## config.mk

```make
export PLATFORM = sky130hd
export DESIGN_NAME = read_agent_port
export DESIGN_NICKNAME = d
export VERILOG_FILES = /design/src/rtl/meduram_pkg.sv /design/src/rtl/sync_fifo.sv /design/src/rtl/read_agent_port.sv
export SDC_FILE = /design/constraint.sdc
export NUM_CORES = 1
export LEC_CHECK = 0
export BUFFER_PORTS_ARGS = -buffer_cell sky130_fd_sc_hd__clkbuf_2
export CAP_MARGIN = 20
export CORE_MARGIN = 2
export CORE_UTILIZATION = 50
export CTS_BUF_LIST = sky130_fd_sc_hd__clkbuf_8 sky130_fd_sc_hd__clkbuf_16
export CTS_CLUSTER_DIAMETER = 50
export CTS_CLUSTER_SIZE = 40
export DETAILED_ROUTE_END_ITERATION = 10
export PLACE_DENSITY_LB_ADDON = 0.15
export SYNTH_ARGS = -nofsm -noshare
export SYNTH_HDL_FRONTEND = slang
export SYNTH_HIERARCHICAL = 1
export SYNTH_SLANG_ARGS = --single-unit
```

## constraint.sdc

```tcl
create_clock -name aclk -period 3.31 [get_ports aclk]
set_clock_uncertainty 0.05 [all_clocks]
set_input_delay 0.1655 -clock aclk [delete_from_list [all_inputs] [get_ports aclk]]
set_output_delay 0.1655 -clock aclk [all_outputs]
set_load 0.03 [all_outputs]
```

## src/rtl/meduram_pkg.sv

```systemverilog
// Shared definitions for the multi-bank RAM agents: select-field geometry of
// bank_select and a constant-friendly clog2.
package meduram_pkg;

    // Bank index occupies the low bits of bank_select; the collision flag, when
    // present, sits directly above it.
    localparam int SEL_IDX_LSB = 0;

    function automatic int clog2(input int value);
        int result;
        int remaining;
        result    = 0;
        remaining = value - 1;
        while (remaining > 0) begin
            result    = result + 1;
            remaining = remaining >>> 1;
        end
        return result;
    endfunction

    function automatic int sel_idx_width(input int nb_wragent);
        return (nb_wragent == 1) ? 1 : clog2(nb_wragent);
    endfunction

    function automatic int select_width(input int nb_wragent, input int write_collision);
        return sel_idx_width(nb_wragent) + write_collision;
    endfunction

    function automatic int sel_flag_bit(input int nb_wragent, input int write_collision);
        return select_width(nb_wragent, write_collision) - 1;
    endfunction

endpackage

```

## src/rtl/sync_fifo.sv

```systemverilog
// First-word-fall-through synchronous FIFO with synchronous active-high reset.
// The read word is forced to zero while the FIFO is empty.
module sync_fifo
    import meduram_pkg::*;
#(
    parameter int WIDTH = 33,
    parameter int DEPTH = 4
) (
    input  logic             clk,
    input  logic             srst,
    input  logic             push,
    input  logic [WIDTH-1:0] push_data,
    output logic             full,
    input  logic             pop,
    output logic [WIDTH-1:0] pop_data,
    output logic             empty
);

    localparam int PTR_WIDTH = clog2(DEPTH);
    localparam logic [PTR_WIDTH:0] PTR_ONE = 1;

    // Pointers carry one extra wrap bit to tell full from empty.
    logic [PTR_WIDTH:0] wr_ptr_q, wr_ptr_d;
    logic [PTR_WIDTH:0] rd_ptr_q, rd_ptr_d;
    logic [WIDTH-1:0]   mem_q [DEPTH];
    logic               do_push;
    logic               do_pop;

    assign empty    = (wr_ptr_q == rd_ptr_q);
    assign full     = (wr_ptr_q[PTR_WIDTH] != rd_ptr_q[PTR_WIDTH]) &&
                      (wr_ptr_q[PTR_WIDTH-1:0] == rd_ptr_q[PTR_WIDTH-1:0]);
    assign do_push  = push && !full;
    assign do_pop   = pop && !empty;
    assign pop_data = empty ? '0 : mem_q[rd_ptr_q[PTR_WIDTH-1:0]];

    always_comb begin
        wr_ptr_d = wr_ptr_q;
        rd_ptr_d = rd_ptr_q;
        if (do_push) wr_ptr_d = wr_ptr_q + PTR_ONE;
        if (do_pop)  rd_ptr_d = rd_ptr_q + PTR_ONE;
    end

    always_ff @(posedge clk) begin
        if (srst) begin
            wr_ptr_q <= '0;
            rd_ptr_q <= '0;
        end else begin
            wr_ptr_q <= wr_ptr_d;
            rd_ptr_q <= rd_ptr_d;
        end
    end

    // NOTE: storage is deliberately not reset; the pointers alone define which
    // entries are live, and a resettable array would cost a mux per bit.
    always_ff @(posedge clk) begin
        if (do_push) mem_q[wr_ptr_q[PTR_WIDTH-1:0]] <= push_data;
    end

    assert property (@(posedge clk) disable iff (srst) !(push && full))
        else $error("sync_fifo: push into a full FIFO");

endmodule

```

## src/rtl/read_agent_port.sv

```systemverilog
// Read-side front end for one read agent: broadcasts reads to all banks, carries
// the accounter's bank_select through the RAM latency and returns data in order.
module read_agent_port
    import meduram_pkg::*;
#(
    parameter int ADDR_WIDTH      = 8,
    parameter int DATA_WIDTH      = 32,
    parameter int NB_WRAGENT      = 2,
    parameter int WRITE_COLLISION = 1,
    parameter int SELECT_WIDTH    = select_width(NB_WRAGENT, WRITE_COLLISION),
    parameter int RAM_LATENCY     = 1,
    parameter int FIFO_DEPTH      = 4
) (
    input  logic                           aclk,
    input  logic                           srst,
    input  logic                           rdvalid,
    output logic                           rdready,
    input  logic [ADDR_WIDTH-1:0]          rdaddr,
    output logic                           bank_rden,
    output logic [ADDR_WIDTH-1:0]          bank_rdaddr,
    input  logic [SELECT_WIDTH-1:0]        bank_select,
    input  logic [NB_WRAGENT*DATA_WIDTH-1:0] bank_rddata,
    output logic                           outvalid,
    input  logic                           outready,
    output logic [DATA_WIDTH-1:0]          outdata,
    output logic                           outcollision
);

    localparam int IDX_WIDTH   = sel_idx_width(NB_WRAGENT);
    localparam int FLAG_BIT    = SELECT_WIDTH - 1;
    localparam int CNT_WIDTH   = clog2(FIFO_DEPTH) + 1;
    localparam int ENTRY_WIDTH = DATA_WIDTH + 1;
    localparam logic [CNT_WIDTH-1:0] CNT_ONE = 1;
    localparam logic [CNT_WIDTH-1:0] CNT_MAX = CNT_WIDTH'(FIFO_DEPTH);

    logic                    accept;
    logic                    pop;
    logic [CNT_WIDTH-1:0]    credit_q, credit_d;
    logic [SELECT_WIDTH-1:0] sel_q [RAM_LATENCY];
    logic [SELECT_WIDTH-1:0] sel_d [RAM_LATENCY];
    logic [RAM_LATENCY-1:0]  sel_vld_q, sel_vld_d;
    logic [SELECT_WIDTH-1:0] last_sel;
    logic [IDX_WIDTH-1:0]    last_idx;
    logic                    sel_flag;
    logic [DATA_WIDTH-1:0]   sel_data;
    logic                    fifo_full;
    logic                    fifo_empty;
    logic [ENTRY_WIDTH-1:0]  fifo_rdata;

    // Credits cover in-flight reads plus FIFO entries, so the FIFO cannot overflow.
    assign rdready     = !srst && (credit_q < CNT_MAX);
    assign accept      = rdvalid && rdready;
    assign bank_rden   = accept;
    assign bank_rdaddr = rdaddr;

    assign outvalid     = !fifo_empty;
    assign pop          = outvalid && outready;
    assign outdata      = fifo_rdata[DATA_WIDTH-1:0];
    assign outcollision = fifo_rdata[DATA_WIDTH];

    // NOTE: every always_comb output gets a default before any branch, so no
    // path leaves it unassigned and no latch is inferred.
    always_comb begin
        credit_d = credit_q;
        if (accept && !pop)      credit_d = credit_q + CNT_ONE;
        else if (pop && !accept) credit_d = credit_q - CNT_ONE;
    end

    always_comb begin
        sel_d[0]     = bank_select;
        sel_vld_d[0] = accept;
        for (int i = 1; i < RAM_LATENCY; i++) begin
            sel_d[i]     = sel_q[i-1];
            sel_vld_d[i] = sel_vld_q[i-1];
        end
    end

    // The last select stage lines up with the bank data for the same request.
    always_comb begin
        last_sel = sel_q[RAM_LATENCY-1];
        last_idx = last_sel[SEL_IDX_LSB +: IDX_WIDTH];
        if (NB_WRAGENT == 1) last_idx = '0;
        sel_flag = (WRITE_COLLISION != 0) ? last_sel[FLAG_BIT] : 1'b0;
        sel_data = '0;
        if (int'(last_idx) >= NB_WRAGENT) begin
            sel_flag = 1'b1;
        end else begin
            for (int b = 0; b < NB_WRAGENT; b++) begin
                if (int'(last_idx) == b) sel_data = bank_rddata[DATA_WIDTH*b +: DATA_WIDTH];
            end
        end
    end

    // NOTE: state registers use non-blocking assignments so every flop samples
    // pre-edge values regardless of statement order.
    always_ff @(posedge aclk) begin
        if (srst) begin
            credit_q  <= '0;
            sel_vld_q <= '0;
        end else begin
            credit_q  <= credit_d;
            sel_vld_q <= sel_vld_d;
        end
    end

    always_ff @(posedge aclk) begin
        for (int i = 0; i < RAM_LATENCY; i++) sel_q[i] <= sel_d[i];
    end

    sync_fifo #(
        .WIDTH (ENTRY_WIDTH),
        .DEPTH (FIFO_DEPTH)
    ) u_out_fifo (
        .clk       (aclk),
        .srst      (srst),
        .push      (sel_vld_q[RAM_LATENCY-1]),
        .push_data ({sel_flag, sel_data}),
        .full      (fifo_full),
        .pop       (pop),
        .pop_data  (fifo_rdata),
        .empty     (fifo_empty)
    );

endmodule

```

## Word-level counts from Yosys, hierarchy flattened

Memory sizes are Yosys's and may differ from the RTL's. A register that Yosys moved wholly into a read port is not among the register bits.
Cells that the tools add are included.

| cells by class | value |
|---|---|
| divide/modulo/power cells | 0 |
| reductions and logical operators | 14 |
| shift-type cells | 0 |
| order comparisons | 1 |
| bitwise logic cells | 0 |
| mux-type cells | 8 |
| add/subtract/negate cells | 4 |
| multipliers | 0 |
| eq/ne operators | 3 |

Operators by type and width:

| operator | number |
|---|---|
| $mux W33 | 1 |
| $mux W32 | 1 |
| $add A3 B1 Y3 const B | 3 |
| $logic_and A1 B1 Y1 | 8 |
| $mux W3 | 2 |
| $logic_not A1 Y1 | 5 |
| $mux W2 | 2 |
| $eq A3 B3 Y1 | 1 |
| $lt A3 B3 Y1 const B | 1 |
| $sub A3 B1 Y3 const B | 1 |
| $eq A2 B2 Y1 | 1 |
| $mux W1 | 2 |
| $reduce_bool A2 Y1 | 1 |
| $ne A1 B1 Y1 | 1 |

| storage, ports and cells | value |
|---|---|
| logic and storage cells | 36 |
| memory bits (writable) | 134 |
| register bits | 10 |
| memory bits (read-only) | 0 |
| memories | 2 |
| latch bits | 0 |

Memories:

| memory | depth | width | rd ports | clocked after memory_dff | write ports | RTL line | source |
|---|---|---|---|---|---|---|---|
| u_out_fifo.mem_q | 4 | 33 | 1 | 1 | 1 | sync_fifo.sv:25 | `logic [WIDTH-1:0] mem_q [DEPTH];` |
| sel_q | 1 | 2 | 1 | 0 | 1 | read_agent_port.sv:39 | `logic [SELECT_WIDTH-1:0] sel_q [RAM_LATENCY];` |

## Longest topological paths before layout

Gate-level depths: netlist (run 1).

| depth | value |
|---|---|
| word-level depth | 7 |
| gate-level depth with buffers | 12 |
| gate-level depth less buffers | 10 |

## Cells and area by module

Netlist (run 1), hierarchy kept.

By module, submodules not included:

| module | cells an instance | area each (um^2) | sequential area each (um^2) | times used |
|---|---|---|---|---|
| sync_fifo | 278 | 5606.6 | 4124.0 | 1 |
| read_agent_port | 67 | 694.4 | 120.1 | 1 |

## Least setup slack after synthesis (run 1)

Ideal clock, no wire load.

| timing | value |
|---|---|
| path kind | reg2reg |
| start | reg u_out_fifo.wr_ptr_q[0] |
| end | mem u_out_fifo.mem_q[3][0] (enable) |
| slack | 0.555 ns |
| data required time | 2.837 ns |
| arrival time | 2.282 ns |
| cell stages (with the launch flop) | 4 |
| library setup time | 0.423 ns |
| cell sequence | dfxtp_1 xor2_2 nor3_1 nor2_1 |

| on the way | value |
|---|---|
| longest elaborated chain between the ends | 6 |

Ends and longest elaborated chain:

| item | RTL line | source |
|---|---|---|
| start, declared | sync_fifo.sv:23 | `logic [PTR_WIDTH:0] wr_ptr_q, wr_ptr_d;` |
| start signal, assigned | sync_fifo.sv:48 | `wr_ptr_q <= wr_ptr_d;` |
| $eq A2 B2 Y1 | sync_fifo.sv:31 | `(wr_ptr_q[PTR_WIDTH-1:0] == rd_ptr_q[PTR_WIDTH-1:0]);` |
| $logic_and A1 B1 Y1 | sync_fifo.sv:30 | `assign full = (wr_ptr_q[PTR_WIDTH] != rd_ptr_q[PTR_WIDTH]) &&` |
| named net fifo_full | read_agent_port.sv:46 | `logic fifo_full;` |
| $logic_not A1 Y1 | sync_fifo.sv:32 | `assign do_push = push && !full;` |
| $logic_and A1 B1 Y1 | sync_fifo.sv:32 |  |
| $mux W1 | sync_fifo.sv:56 | `if (do_push) mem_q[wr_ptr_q[PTR_WIDTH-1:0]] <= push_data;` |
| $mux W1 (not written as such) | sync_fifo.sv:56 |  |
| end, declared | sync_fifo.sv:25 |  |

The timed path passes the listed nets, and every way through them passes these cells.

==> results of run 1 <==
[cells in the mapped netlist, drive strengths merged]
| cell | n |
|---|---|
| a211o | 2 |
| a21oi | 3 |
| a31oi | 3 |
| a41oi | 2 |
| and2 | 5 |
| and3 | 1 |
| buf | 24 |
| clkbuf | 2 |
| dfxtp | 14 |
| edfxtp | 132 |
| fa | 1 |
| ha | 6 |
| inv | 7 |
| mux2 | 32 |
| mux2i | 1 |
| mux4 | 33 |
| nand2 | 5 |
| nand3 | 6 |
| nand4 | 4 |
| nor2 | 4 |
| nor2b | 35 |
| nor3 | 2 |
| nor3b | 4 |
| o211ai | 2 |
| o21ai | 5 |
| or3 | 1 |
| or4 | 1 |
| xnor2 | 3 |
| xor2 | 5 |
[worst min path at each step]
stage                    start                      end  depth (start not counted)
5_1_grt        bank_rddata[22]  u_out_fifo/mem_q[1][22]                          2
2_1_floorplan   bank_select[0]              sel_q[0][0]                          0
6_report        bank_rddata[9]   u_out_fifo/mem_q[0][9]                          2
3_3_place_gp    bank_select[0]              sel_q[0][0]                          1
4_1_cts         bank_rddata[9]   u_out_fifo/mem_q[0][9]                          2
3_5_place_dp    bank_select[0]              sel_q[0][0]                          1
[metrics by stage]
| step | setup WS [ns] | std cells |
|---|---|---|
| detailed placement | 0.828 | 604 |
| finish | 0.818 | 639 |
| global route | 0.637 | 639 |
| global placement | 0.952 | 604 |
| CTS | 0.744 | 639 |
| floorplan | 0.555 | 345 |
[power breakdown]
part           internal, mW  switching (mW)  total [mW]
registers              2.17           0.119        2.29
logic                 0.677            1.06        1.74
clock network          1.10           0.687        1.78
total                  3.94            1.87        5.81
[state kept, by name, summed over array words and instances, names as in the netlist, named ones only]
| signal | count |
|---|---|
| u_out_fifo/wr_ptr_q | 3 |
| sel_q | 2 |
| credit_q | 3 |
| u_out_fifo/mem_q | 132 |
| sel_vld_q | 1 |
| u_out_fifo/rd_ptr_q | 3 |
[metal layers]
metal	track usage (%)	up-vias	part of all wire (%)	wire, µm
met5	0	-	0	0
met4	6.43	0	1.3	147
met3	4.62	12	5.2	584
met2	29.8	114	50	5620
met1	24.0	1687	44	4950
li1	-	1562	-	-
[kinds of logic (layout without fill, tap and decap cells)]
group,Yosys count,count (layout),synth area share [%]
flip-flops,146,146,67.4
AND/OR/NAND/NOR,68,68,6.87
multiplexers,66,66,17.7
buffers and inverters,33,155,3.51
AO/OA/AOI/OAI,17,17,1.73
XOR/XNOR,8,8,1.35
adder cells (fa/ha/maj),7,7,1.51
[final cells by class]
type / count / area (µm²)
multi-input cells: 166 / 1850
clock inverters: 11 / 60.1
flip-flops and latches: 146 / 4250
repair buffers: 116 / 641
inverters: 7 / 26.3
well taps: 172 / 215
clock buffers: 21 / 514
fillers: 950 / 4910
[repair_timing]
item | 4_1_cts | 5_1_grt
hold endpoints to repair | 3 | 0
setup buffers | 0 | 0
hold buffers | 3 | 0
==> flow_summary.yaml, run 1 <==
status:
  status: "completed"
timing:
  drv_slew: 0
  finalSetupViolCount: 0
  period_minus_slack_ns: 2.49
  fin_tns_setup_ns: 0
  hold_viol: 0
  worstMarginPinSlew_ns: 0.904
  fin_crit_sh_pct: 75.3
  rsz0062_at_grt: "false"
  timing.fmax_mhz: 401
  hold_slack_ns: 0.0549
  maxSlewHeadroom_pct: 39.8
clock_tree:
  clock_latency_ns: 0.41
  cts.htree.levels: 4
  cts_buffers: 17
  cts_resized: 0
  cts_sinks: 146
  cts_tree: "built"
  clockBufferDepth: 2
  clk_pin_slew_worst_paths_ns: 0.06
  cts_root_buffer: "clkbuf_16"
yosys:
  avgSynthCellArea_um2: 18.3
  yosysWarnings: 6
  synth_top_area_share_pct: 62.9
  synth_seq_area_share_pct: 67.4
  synthesis.nets: 430
  synth_area_leaders: "edfxtp_1, mux4_2, mux2_2, dfxtp_1, nor2b_1"
  yosysUniqueCellTypes: 37
  synth_area_um2: 6300
  yosysTopAreaCell: "edfxtp_1"
  yosys_register_bits: 146
  netlist_instances: 345
final_layout:
  stdcell_area_um2: 7550
  fin_util_pct: 60.6
  final_cell_mix: "edfxtp_1, clkbuf_2, mux4_2"
  synthToLayoutAreaGrowth_pct: 19.8
  n_antenna_cell: 0
  nets: 539
  final_common_cell: "edfxtp_1"
  layout-drive-gt1-share_pct: 47.8
critical_path:
  critPathBufInv: 2
  crit_path_start_kind: "flip-flop"
  cp_slowest_cell: "dfxtp_2"
  crit_fanout: 20
  cp.depth: 4
  slowest_delay_ns: 0.67
  worst_ep_required_time_ns: 3.09
  critical_path_arrival_ns: 2.28
  critPathCaptureType: "output port"
  critPathTopFamily: "flip-flops"
  r2r_slack_ns: 0.83
  rr_endpoint: "credit_q[2]"
  critPathKind: "flip-flop to output port"
  r2r-start: "u_out_fifo/wr_ptr_q[0]"
  crit_chain: "buf_12 > mux4_2 > nor2b_1 > clkbuf_2"
  reg2reg_depth: 10
  crit_end: "outcollision"
routing:
  routedWlPerCell_um: 17.7
  routed_wirelength_mm: 11.3
  vias: 3375
  vias_per_cell: 5.28
  drc: 0
  first_pass_iters: 4
  drt-initial-drc-count: 157
  postRouteAntennaNets: 0
pwr:
  p_leak_nw: 2.70
  power_density_nw_per_um2: 770
  vdd_drop_max_v: 0.000722
  power_mw: 5.81
placement:
  gp_congestion: 0.797
  place_hpwl_mm: 6.93
  place_area_um2: 6950
  portBuffers: 105
floorplan:
  placementRows: 41
  core_um2: 12500
  die_area_um2: 13500
  die_h_um: 116
  ios: 122
  die_x_um: 116
  initial_core_util_pct: 50.5
global_route:
  grt_pass1_wl_mm: 17.9
  grt_pass1_vias: 3485
  antenna_found_initial: 0
  grt_max_degree: 34
  grt_remaining_overflow: 0
  track_usage_pct: 18.2
hold_path:
  hold_class: "input pin to flip-flop"
job:
  cap_violations: 0
(Power assumes the default switching activity.)
==> run 2, diff against run 1 <==
- ABC_AREA: unset -> 1
- clock period: 3.31 -> 2.46 ns (I/O delays scaled with it)
==> flow_summary.yaml, run 2 <==
status:
  status: "completed"
routing:
  routedWlPerCell_um: 14.3
  postRouteAntennaNets: 0
  vias: 4461
  routed_wirelength_mm: 12.9
  drt-initial-drc-count: 274
  vias_per_cell: 4.95
  first_pass_iters: 5
  drc: 0
timing:
  rsz0062_at_grt: "false"
  worstMarginPinSlew_ns: 0.662
  period_minus_slack_ns: 2.26
  timing.fmax_mhz: 442
  hold_slack_ns: 0.00843
  maxSlewHeadroom_pct: 55.9
  fin_crit_sh_pct: 91.9
  hold_viol: 0
  drv_slew: 0
  finalSetupViolCount: 0
yosys:
  netlist_instances: 572
  synthesis.nets: 657
  synth_area_um2: 6610
  yosysWarnings: 6
  avgSynthCellArea_um2: 11.5
floorplan:
  die_area_um2: 14100
  ios: 122
  core_um2: 12800
  die_h_um: 119
  placementRows: 41
  initial_core_util_pct: 51.7
  die_x_um: 119
final_layout:
  largest_register_ffs: 132
  n_fill_cell: 1005
  synthToLayoutAreaGrowth_pct: 25.0
  nets: 801
  stdcell_area_um2: 8250
  final_cell_mix: "edfxtp_1, nor2_1, clkbuf_2"
  n_antenna_cell: 0
  final_common_cell: "edfxtp_1"
  layout-drive-gt1-share_pct: 26.3
  fin_util_pct: 64.6
critical_path:
  crit_end: "outdata[23]"
  r2r-start: "sel_q[0][0]"
  crit_chain: "buf_4 > nor2_1 > nor2_1 > o21ai_0 > o21ai_1 > nand2_1 > inv_1 > clkbuf_2"
  critical_path_arrival_ns: 2.09
  critPathBufInv: 3
  critPathTopFamily: "buffers and inverters"
  reg2reg_depth: 3
  critPathCaptureType: "output port"
  crit_path_start_kind: "flip-flop"
  slowest_delay_ns: 0.53
  critPathKind: "flip-flop to output port"
  path_common_cell: "nor2_1"
  worst_ep_required_time_ns: 2.29
  r2r_slack_ns: 0.22
  cp_slowest_cell: "buf_4"
  crit_fanout: 66
  rr_endpoint: "u_out_fifo/mem_q[0][5]"
  cp.depth: 8
placement:
  gp_congestion: 0.769
  place_area_um2: 7200
  portBuffers: 105
  place_hpwl_mm: 7.69
global_route:
  antenna_found_initial: 0
  grt_pass1_wl_mm: 20.9
  grt_remaining_overflow: 0
  track_usage_pct: 18.8
  grt_pass1_vias: 4339
  grt_max_degree: 67
pwr:
  power_density_nw_per_um2: 859
  power_mw: 7.09
  vdd_drop_max_v: 0.000533
  p_leak_nw: 3.53
clock_tree:
  cts_tree: "built"
  clk_pin_slew_worst_paths_ns: 0.06
  clock_latency_ns: 0.41
  clockBufferDepth: 2
  cts_root_buffer: "clkbuf_16"
  cts.htree.levels: 4
  cts_buffers: 17
  cts_sinks: 146
hold_path:
  hold_class: "input pin to flip-flop"
  min_path_cells: 2
job:
  cap_violations: 0
## run 2: stage by stage
stage	cells	setup WS, ns	TNS [ns]
after global routing	901	0.0121	0
after floorplan	572	-0.219	-21.72
after global placement	826	0.563	0
final	901	0.199	0
after CTS	901	0.187	0
after detailed placement	826	0.454	0
## run 2: layer usage
metal  routed length (µm)  GRT usage [%]
met3                  600           4.41
met2                 6510           32.1
met1                 5630           23.5
met4                  155           6.18
met5                    0              0
## run 2: worst min path at each step
| stage | startpoint | end |
|---|---|---|
| after floorplan | bank_select[0] | sel_q[0][0] |
| after global placement | bank_select[0] | sel_q[0][0] |
| after detailed placement | bank_select[1] | sel_q[0][1] |
| after CTS | bank_rddata[35] | u_out_fifo/mem_q[3][3] |
| after global routing | bank_rddata[35] | u_out_fifo/mem_q[3][3] |
| final | bank_rddata[35] | u_out_fifo/mem_q[3][3] |
## run 2: power breakdown
| part | leakage (nW) | switching [mW] | internal, mW |
|---|---|---|---|
| clock network | 0.315 | 0.921 | 1.73 |
| logic | 1.90 | 1.01 | 0.515 |
| registers | 1.31 | 0.0558 | 2.85 |
| total | 3.53 | 1.99 | 5.10 |
## run 2: final cells by class
class / instances / area, µm² / share of cell area [%]
clock inverters: 13 / 169 / 2.05
multi-input cells: 332 / 1860 / 22.5
flip-flops and latches: 146 / 4250 / 51.5
inverters: 57 / 214 / 2.59
repair buffers: 162 / 1100 / 13.3
well taps: 172 / 215 / 2.61
clock buffers: 19 / 453 / 5.49
## run 2: repair_timing
item                                    in CTS  in global routing
setup buffers                                0                  0
gates resized for setup                      0                  0
endpoints found under the hold margin       78                  0
hold buffers                                43                  0
endpoints found under the setup margin       0                  0
==> run 3, diff against run 2 <==
- CELL_PAD_IN_SITES_DETAIL_PLACEMENT: unset -> 1
- CELL_PAD_IN_SITES_GLOBAL_PLACEMENT: unset -> 1
- CORE_UTILIZATION: 50 -> 37
==> flow_summary.yaml, run 3 (synthesized netlist as in run 2, its figures left out) <==
hold_path:
  min_path_cells: 2
  hold_class: "input pin to flip-flop"
clock_tree:
  cts_buffers: 17
  clockBufferDepth: 2
  clk_pin_slew_worst_paths_ns: 0.06
  cts.htree.levels: 4
  clock_latency_ns: 0.42
  cts_root_buffer: "clkbuf_16"
  cts_sinks: 146
  cts_tree: "built"
global_route:
  antenna_found_initial: 0
  grt_max_degree: 67
  use_met1_pct: 20.4
  grt_remaining_overflow: 0
  grt_pass1_wl_mm: 23.3
  grt_use_met2_pct: 27.9
  track_usage_pct: 16.4
  busiest_layer: "met2"
  met3_usage_pct: 3.86
  grt_pass1_vias: 4710
floorplan:
  die_h_um: 138
  core_um2: 17400
  placementRows: 48
  die_x_um: 138
  die_area_um2: 18900
  ios: 122
  initial_core_util_pct: 38.1
final_layout:
  layout-drive-gt1-share_pct: 25.3
  stdcell_area_um2: 8450
  final_common_cell: "edfxtp_1"
  largest_register_ffs: 132
  fin_util_pct: 48.7
  n_antenna_cell: 0
  final_cell_mix: "edfxtp_1, nor2_1, clkbuf_2"
  fin_cells: 973
  nets: 820
  synthToLayoutAreaGrowth_pct: 27.9
pwr:
  power_mw: 7.00
  vdd_drop_max_v: 0.000556
  p_leak_nw: 3.58
  power_density_nw_per_um2: 829
critical_path:
  reg2reg_depth: 3
  worst_ep_required_time_ns: 2.29
  crit_path_start_kind: "flip-flop"
  critPathKind: "flip-flop to output port"
  slowest_delay_ns: 0.40
  crit_chain: "inv_2 > buf_4 > nor2_1 > o21ai_1 > nand2_1 > inv_1 > clkbuf_2"
  crit_fanout: 29
  critPathCaptureType: "output port"
  critical_path_arrival_ns: 2.05
  cp_slowest_cell: "inv_2"
timing:
  rsz0062_at_grt: "false"
  hold_viol: 0
  fin_crit_sh_pct: 90.3
  finalSetupViolCount: 0
  timing.fmax_mhz: 450
  worstMarginPinSlew_ns: 0.544
  period_minus_slack_ns: 2.22
  setup_slack_ns: 0.238
  hold_slack_ns: 0.00939
  maxSlewHeadroom_pct: 63.7
  drv_slew: 0
  fin_tns_setup_ns: 0
placement:
  place_hpwl_mm: 9.44
  dpl_worst_slack_ns: 0.359
  gp_congestion: 0.762
  portBuffers: 105
  post-place-cells: 881
  place_area_um2: 7270
routing:
  drt-initial-drc-count: 251
  routed_wirelength_mm: 14.9
  vias_per_cell: 4.70
  vias: 4571
  postRouteAntennaNets: 0
  routedWlPerCell_um: 15.3
  first_pass_iters: 4
  drc: 0
job:
  cap_violations: 0
status:
  status: "completed"
[run 3: timing repair]
item	in CTS	in global routing
endpoints found under the setup margin	0	9
endpoints found under the hold margin	117	1
setup buffers	0	0
resized for setup	0	1
hold buffers	59	1
[run 3: final cells by class]
class / instances / area, µm²
clock buffer: 17 / 425
clock inverter: 15 / 150
fill: 1912 / 8910
inverter: 57 / 214
multi-input combinational: 332 / 1860
sequential: 146 / 4250
tap: 225 / 282
timing repair buffer: 181 / 1270
[run 3: final timing paths]
path	from	end	slack, ns
setup / recovery	flip-flop	outdata[28]	0.24
hold / removal	bank_rddata[16]	u_out_fifo/mem_q[0][16]	0.009
setup reg to reg	sel_q[0][0]	u_out_fifo/mem_q[2][14]	0.31
hold reg to reg	sel_q[0][1]	u_out_fifo/mem_q[3][32]	0.45
[run 3: where the power goes]
part / internal, mW / switching (mW)
sequential: 2.85 / 0.0627
clock: 1.56 / 0.955
combinational: 0.537 / 1.03
[run 3: per-layer routing]
metal | routed length, µm | vias up | part of all wire [%]
li1 | - | 2256 | -
met1 | 6870 | 2201 | 46
met2 | 7260 | 100 | 49
met3 | 601 | 14 | 4.0
met4 | 154 | 0 | 1.0
met5 | 0 | - | 0
[run 3: worst max-delay path: cells and delay by family (launching register included)]
family	cells	cell delay (ns)
AOI/OAI and AO/OA	1	0.19
buffers and inverters	4	0.97
DFF	1	0.33
and+or+nand+nor	2	0.13
